### config.mk
export PLATFORM = sky130hd
export DESIGN_NAME = lmi_ifill_resp
export DESIGN_NICKNAME = d
export VERILOG_FILES = /design/src/rtl/lmi_ifill_resp.sv
export SDC_FILE = /design/constraint.sdc
export NUM_CORES = 1
export LEC_CHECK = 0
export ABC_CLOCK_PERIOD_IN_PS = 4950
export CAP_MARGIN = 20
export CORE_MARGIN = 2
export CORE_UTILIZATION = 49
export CTS_BUF_LIST = sky130_fd_sc_hd__clkbuf_4 sky130_fd_sc_hd__clkbuf_8
export CTS_CLUSTER_DIAMETER = 50
export DETAILED_ROUTE_END_ITERATION = 8
export GPL_TIMING_DRIVEN = 0
export PLACE_DENSITY = 0.83
export SYNTH_ARGS = -nofsm -noshare
export SYNTH_HDL_FRONTEND = slang
export SYNTH_SLANG_ARGS = --single-unit
### constraint.sdc
create_clock -name clk_i -period 4.95 [get_ports clk_i]
set_clock_uncertainty 0.15 [all_clocks]
set_input_delay 0.99 -clock clk_i [delete_from_list [all_inputs] [get_ports clk_i]]
set_output_delay 0.99 -clock clk_i [all_outputs]
set_load 0.03 [all_outputs]
### src/rtl/lmi_ifill_resp.sv
// rtl/lmi_ifill_resp.sv - icache line-fill responder: fetches one line from LMI and returns it word by word
// Optional build macro LMI_IFILL_ERR_EN adds mem_err_i / fill_err_o error reporting.
module lmi_ifill_resp #(
  parameter int LINE_WORDS = 4,
  parameter int WIDX_W     = 2
) (
  input  logic        clk_i,
  input  logic        reset_d1_r_i,
  input  logic        ic_miss_r_i,
  input  logic [31:0] ic_missaddr_i,
  input  logic        memsequential_i,
  input  logic        memzerofirst_i,
  input  logic        invalidate_i,
  output logic        mem_req_o,
  output logic [31:0] mem_addr_o,
  output logic        mem_seq_o,
  input  logic        mem_rdy_i,
  input  logic [31:0] mem_rdata_i,
`ifdef LMI_IFILL_ERR_EN
  input  logic        mem_err_i,
  output logic        fill_err_o,
`endif
  output logic [31:0] ix_dataupi_o,
  output logic [1:0]  lack_o,
  output logic        fill_busy_o
);

  typedef enum logic [1:0] {ST_IDLE, ST_REQ, ST_GAP, ST_DONE} state_t;

  localparam logic [31:0] OFS_MASK = 32'((1 << (WIDX_W + 2)) - 1);

  state_t              state_q;
  logic [31:0]         base_q;
  logic [WIDX_W-1:0]   idx_q;
  logic [WIDX_W-1:0]   beat_q;
  logic                seq_mode_q;
  logic                mem_req_q;
  logic [31:0]         mem_addr_q;
  logic                mem_seq_q;
  logic [31:0]         ix_data_q;
  logic [1:0]          lack_q;
  logic                fill_busy_q;
`ifdef LMI_IFILL_ERR_EN
  logic                fill_err_q;
`endif

  logic [31:0]         base_d;
  logic [WIDX_W-1:0]   start_idx_d;
  logic [WIDX_W-1:0]   idx_inc_d;
  logic [31:0]         next_addr_d;
  logic [31:0]         cur_addr_d;
  logic                last_beat_d;
  logic                beat_accept_d;

  // Index arithmetic is confined to WIDX_W bits, so wrapping never disturbs the line base.
  assign base_d        = ic_missaddr_i & ~OFS_MASK;
  assign start_idx_d   = memzerofirst_i ? '0 : ic_missaddr_i[WIDX_W+1:2];
  assign idx_inc_d     = idx_q + WIDX_W'(1);
  assign next_addr_d   = base_q | 32'({idx_inc_d, 2'b00});
  assign cur_addr_d    = base_q | 32'({idx_q, 2'b00});
  assign last_beat_d   = (beat_q == WIDX_W'(LINE_WORDS - 1));
  assign beat_accept_d = mem_req_q & mem_rdy_i;

  always_ff @(posedge clk_i or posedge reset_d1_r_i) begin
    if (reset_d1_r_i) begin
      state_q     <= ST_IDLE;
      base_q      <= '0;
      idx_q       <= '0;
      beat_q      <= '0;
      seq_mode_q  <= 1'b0;
      mem_req_q   <= 1'b0;
      mem_addr_q  <= '0;
      mem_seq_q   <= 1'b0;
      ix_data_q   <= '0;
      lack_q      <= 2'b00;
      fill_busy_q <= 1'b0;
`ifdef LMI_IFILL_ERR_EN
      fill_err_q  <= 1'b0;
`endif
    end else begin
      lack_q <= 2'b00;
`ifdef LMI_IFILL_ERR_EN
      fill_err_q <= 1'b0;
`endif
      case (state_q)
        ST_IDLE: begin
          if (ic_miss_r_i) begin
            base_q      <= base_d;
            idx_q       <= start_idx_d;
            beat_q      <= '0;
            seq_mode_q  <= memsequential_i;
            mem_req_q   <= 1'b1;
            mem_seq_q   <= 1'b0;
            mem_addr_q  <= base_d | 32'({start_idx_d, 2'b00});
            fill_busy_q <= 1'b1;
            state_q     <= ST_REQ;
          end
        end
        ST_REQ: begin
          if (invalidate_i) begin
            state_q     <= ST_IDLE;
            mem_req_q   <= 1'b0;
            mem_seq_q   <= 1'b0;
            fill_busy_q <= 1'b0;
          end else if (beat_accept_d) begin
            ix_data_q <= mem_rdata_i;
            lack_q    <= {last_beat_d, 1'b1};
            idx_q     <= idx_inc_d;
            beat_q    <= beat_q + WIDX_W'(1);
            if (last_beat_d) begin
              state_q   <= ST_DONE;
              mem_req_q <= 1'b0;
              mem_seq_q <= 1'b0;
            end else if (seq_mode_q) begin
              mem_addr_q <= next_addr_d;
              mem_seq_q  <= 1'b1;
            end else begin
              state_q   <= ST_GAP;
              mem_req_q <= 1'b0;
              mem_seq_q <= 1'b0;
            end
`ifdef LMI_IFILL_ERR_EN
            // An errored beat terminates the line early; later assignments win.
            if (mem_err_i) begin
              ix_data_q   <= '0;
              lack_q      <= 2'b11;
              fill_err_q  <= 1'b1;
              state_q     <= ST_IDLE;
              mem_req_q   <= 1'b0;
              mem_seq_q   <= 1'b0;
              fill_busy_q <= 1'b0;
            end
`endif
          end
        end
        ST_GAP: begin
          if (invalidate_i) begin
            state_q     <= ST_IDLE;
            fill_busy_q <= 1'b0;
          end else begin
            state_q    <= ST_REQ;
            mem_req_q  <= 1'b1;
            mem_seq_q  <= 1'b0;
            mem_addr_q <= cur_addr_d;
          end
        end
        default: begin
          state_q     <= ST_IDLE;
          mem_req_q   <= 1'b0;
          mem_seq_q   <= 1'b0;
          fill_busy_q <= 1'b0;
        end
      endcase
    end
  end

  assign mem_req_o    = mem_req_q;
  assign mem_addr_o   = mem_addr_q;
  assign mem_seq_o    = mem_seq_q;
  assign ix_dataupi_o = ix_data_q;
  assign lack_o       = lack_q;
  assign fill_busy_o  = fill_busy_q;
`ifdef LMI_IFILL_ERR_EN
  assign fill_err_o   = fill_err_q;
`endif

endmodule

Word-level counts from Yosys, hierarchy flattened
Index checks and enable logic that the tools add are counted.
W data, S select, Z words.
{ "op_classes": {"add_sub_neg": 2, "eq_ne": 12, "muxes": 42, "bitwise": 5, "reduce_logical": 12} }
{ "ops": {"columns": ["op", "n"], "rows": [
  ["$mux W32", 6],
  ["$or A32 B4 Y32", 3],
  ["$pmux W32 S3", 1],
  ["$mux W2", 15],
  ["$mux W1", 14],
  ["$ne A2 B2 Y1 const B", 6],
  ["$reduce_and A3 Y1", 3],
  ["$pmux W2 S2", 2],
  ["$reduce_and A4 Y1", 2],
  ["$reduce_and A7 Y1", 1],
  ["$pmux W1 S3", 2],
  ["$pmux W2 S3", 1],
  ["$add A2 B1 Y2 const B", 2],
  ["$eq A2 B2 Y1 const B", 2],
  ["$ne A4 B4 Y1 const B", 1],
  ["$reduce_and A2 Y1", 2],
  ["$ne A3 B3 Y1 const B", 1],
  ["$reduce_bool A3 Y1", 1],
  ["$eq A2 B1 Y1 const B", 1],
  ["$logic_not A2 Y1", 1],
  ["$ne A2 B1 Y1 const B", 1],
  ["$pmux W1 S2", 1],
  ["$reduce_bool A2 Y1", 1],
  ["$reduce_or A2 Y1", 1],
  ["other kinds (2)", 2]
]} }
{ "word_totals": {"register_bits": 104, "in_bits": 71, "output_inout_bits": 69, "word_cells": 84} }

Depth between registers and ports, before layout
{ "logic_depth": {"depth_word": 7, "mapped_depth": 7, "ltp_nobuf": 6} }

Worst setup path before layout
OpenSTA, ideal clock, no wires.
{ "synth_path": {"path_kind": "input -> register", "from": "input ic_miss_r_i", "to": "register mem_addr_q[10], in the netlist mem_addr_o[10]", "setup_ps": 125, "t_arrival_ps": 1886, "required_time_ps": 4675, "slack_ps": 2789, "path_stages": 5, "n_path_buf": 1, "path_cell_list": "and2b_4 > nor2_2 > nand4_2 > buf_6 > mux2_4"} }
{ "synth_via": {"elab_chain_len": 2} }
{ "synth_lines": {"columns": ["item", "line_no", "source"], "rows": [
  ["start, declared", "9", "input logic ic_miss_r_i,"],
  ["$ne A2 B2 Y1 (no source line)", null, null],
  ["$reduce_and A7 Y1 (no source line)", null, null],
  ["end signal, assigned", "94", "mem_addr_q <= base_d | 32'({start_idx_d, 2'b00});"],
  ["end signal, assigned", "115", "mem_addr_q <= next_addr_d;"],
  ["end signal, assigned", "144", "mem_addr_q <= cur_addr_d;"],
  ["end, declared", "38", "logic [31:0] mem_addr_q;"]
]} }
Every way passes these cells.
A chain may end at the register's enable or synchronous reset.

Worst setup path after layout
{ "layout_path": {"from": "register mem_addr_q[5], in the netlist mem_addr_o[5]", "to": "output mem_addr_o[5]"} }
{ "layout_rtl": {"columns": ["item", "line_no", "source"], "rows": [
  ["end, declared", "15", "output logic [31:0] mem_addr_o,"]
]} }
No word-level cell between the ends.

==> impl_metrics.py <==
metrics = {
    "run": {
        "cap_violations": 0,
    },
    "drt": {
        "drt_iter0_markers": 116,
        "num_vias": 3509,
        "first_pass_iters": 4,
        "viasPerCell": 5.123,
        "routed_wl_um": 11280,
        "final_antenna_net_count": 0,
        "wl_per_cell_um": 16.47,
        "drc": 0,
    },
    "setup_path": {
        "rr_worst_depth": 6,
        "critPathCaptureType": "primary output",
        "rrSetupSlack_ns": 2.71,
        "crit_chain": "clkdlybuf4s50_1",
        "r2r_start": "state_q[0]$_DFFE_PP0P_",
        "cp_slowest_cell": "clkdlybuf4s50_1",
        "cp.arrival_ns": 1.47,
        "worstPathRequired_ns": 3.81,
        "startpoint_type": "register",
        "r2r-end": "mem_addr_o[2]$_DFFE_PP0P_",
        "path_buf_inv": 1,
        "cp_top_family": "buffers and inverters",
        "critical_path_class": "reg2out",
        "worstPathMaxFanout": 2,
        "slowest_delay_ns": 0.69,
    },
    "floorplan": {
        "initial_core_util": 0.4961,
        "fp.dieH_um": 102.8,
        "num_rows": 36,
        "die_w_um": 102.8,
        "ioPinCount": 140,
        "die-area_sq_um": 10570,
        "core_area_sq_um": 9639,
    },
    "global_route": {
        "antenna_found_initial": 0,
        "first_global_vias": 3593,
        "grt_overflow_total": 0,
        "track_usage": 0.2182,
        "grt_max_degree": 57,
        "grt_pass1_wl_um": 17910,
    },
    "hold_path": {
        "hold_path.class": "reg2reg",
        "holdPathEnd": "base_q[30]$_DFFE_PP0P_",
        "hp-start": "base_q[30]$_DFFE_PP0P_",
        "whs_path_depth": 2,
    },
    "cts": {
        "clock_path_buffers": 2,
        "h-tree-depth": 3,
        "cts.clk_slew.worst_paths_ns": 0.11,
        "cts_tree": "built",
        "numClockSinks": 102,
        "insertion_delay_ns": 0.36,
        "cts_hold_buf": 0,
        "cts_root_buffer": "clkbuf_8",
        "cts_setup_buffers": 0,
        "cts-resized-gates": 0,
        "cts_buffers": 9,
    },
    "sta": {
        "setup_viol": 0,
        "slew_headroom": 0.5932,
        "tightest_slew_ns": 0.6101,
        "totalNegativeSetupSlack_ns": 0,
        "finalCritPeriodShare": 0.5266,
        "slew_viol_final": 0,
        "holdWs_ns": 0.3414,
        "fmax_mhz": 383.6,
        "min_period_ns": 2.607,
        "rsz0062_at_grt": "no",
        "final-hold-violation-count": 0,
        "worst_slack_ns": 2.343,
    },
    "logic_synthesis": {
        "synth_simple_gate_area_share": 0.08320,
        "synth_area_sq_um": 4782,
        "synth_top_family_by_area": "multiplexers",
        "synthXorXnorAreaFrac": 0,
        "ys_warn_count": 0,
        "syn_inst": 399,
        "ys_seq_area_frac": 0.5338,
        "synth_fa_ha_area_frac": 0.01832,
        "ys_seq_elements": 102,
        "avgSynthCellArea_sq_um": 11.99,
        "synth_cell_types": 39,
        "synth_compound_area_frac": 0.09471,
        "synthMuxAreaShare": 0.2007,
    },
    "layout": {
        "nFillCells": 732,
        "final_nets": 625,
        "fin_cells": 685,
        "area_growth_pct": 36.34,
        "num_antenna_cells": 0,
        "final_common_cell": "clkdlybuf4s50_1",
        "final_cell_mix": "clkdlybuf4s50_1, dfrtp_1, nand2_1",
        "ff_latch_area_sq_um": 2552,
        "layout-drive-gt1-share": 0.1884,
        "multi_input_area_sq_um": 1906,
    },
    "pwr": {
        "p_per_area_nw_per_um2": 757.5,
        "p_leak_nw": 2.982,
        "max-vdd-ir-drop_v": 0.0004162,
    },
    "run_status": {
        "status": "completed",
    },
    "placed_design": {
        "preCtsSetupSlack_ns": 2.087,
        "io_buffers": 135,
        "dp_hpwl_um": 8391,
        "place.gp.congestion": 0.7873,
        "place_inst": 669,
    },
}
==> power by group <==
group	leakage, nW	switching (W)	internal (W)	total [W]
Combinational	1.63	0.00152	0.00143	0.00296
Sequential	1.26	0.000240	0.00124	0.00148
Clock	0.0900	0.000296	0.000207	0.000503
==> metrics by stage <==
stage	total power (W)	area (sq um)	utilization
4_1_cts	0.004961	6520	0.6764
6_report	0.004939	6520	0.6764
3_5_place_dp	0.004446	6334	0.6571
3_3_place_gp	0.004332	6304	0.6539
5_1_grt	0.005233	6520	0.6764
2_1_floorplan	0.003501	4786	-
==> state kept, by name, indices dropped and copies added, names as in the netlist, 2 cells and up <==
name	flops
beat_q	2
base_q	28
state_q	2
ix_dataupi_o	32
lack_o	2
mem_addr_o	30
idx_q	2
==> logic make-up after synthesis <==
logic type / Yosys count
other: 1
DFF: 102
adders and majority gates: 7
buffers and inverters: 61
AOI/OAI and AO/OA: 76
muxes: 66
and+or+nand+nor: 86
==> metal layers <==
metal / global-route usage / share of wire
met5: 0 / 0
met4: 0.06680 / 0.023
met3: 0.05627 / 0.066
met2: 0.3715 / 0.49
met1: 0.2756 / 0.42
==> worst max-delay path by stage <==
stage                                    startpoint  cells after the start                      endpoint  slack [ns]
after floorplan                        reset_d1_r_i                      1        base_q[10]$_DFFE_PP0P_        1.13
after global placement                 reset_d1_r_i                      2     mem_addr_o[7]$_DFFE_PP0P_       -0.27
after detailed placement               invalidate_i                      6  ix_dataupi_o[28]$_DFFE_PP0P_        2.09
after CTS                     mem_req_o$_DFFE_PP0P_                      1                     mem_req_o        2.34
after global routing          mem_req_o$_DFFE_PP0P_                      1                     mem_req_o        2.31
final                     mem_addr_o[5]$_DFFE_PP0P_                      1                 mem_addr_o[5]        2.34
==> cell type report <==
class                   count  share of cell area
inverters                  36             0.02111
repair buffers            136              0.2115
plain buffers              25             0.02955
multi-input cells         237              0.2923
clock buffers              11             0.02226
well taps                 133             0.02552
flip-flops and latches    102              0.3915
clock inverters             5            0.006333
==> synth_stat cells <==
cell      count  share of area
nor2b_4       1         0.0029
nand4b_1      1         0.0018
mux2_4       58           0.18
o22ai_1      28          0.037
a21oi_1       7         0.0073
nor2_1        3         0.0024
nor3b_1       1         0.0016
nand3_1       3         0.0031
a32o_1        1         0.0021
buf_6         5          0.012
dfrtp_1     102           0.53
a221o_1       1         0.0021
nand2_1      64          0.050
ha_1          7          0.018
nor4b_1       1         0.0018
nor2b_1       3         0.0039
o32a_1        1         0.0021
mux2i_1       1         0.0021
conb_1        1        0.00078
a22o_1        1         0.0018
buf_2         4         0.0042
nor2_2        1         0.0013
a21oi_4       1         0.0034
and2_1        1         0.0013
and2b_4       1         0.0021
mux2_2        7          0.016
a211o_1       1         0.0018
clkbuf_1     11         0.0086
nand2b_1      3         0.0039
buf_4         2         0.0031
nor2_4        1         0.0024
a31oi_1       1         0.0013
o31ai_1       1         0.0016
buf_12        3          0.013
nand4_2       1         0.0026
nor2b_2       1         0.0018
o21ai_0      32          0.033
inv_1        36          0.028
o21ai_1       1         0.0010
No activity file was read; power rests on OpenSTA's default activity.
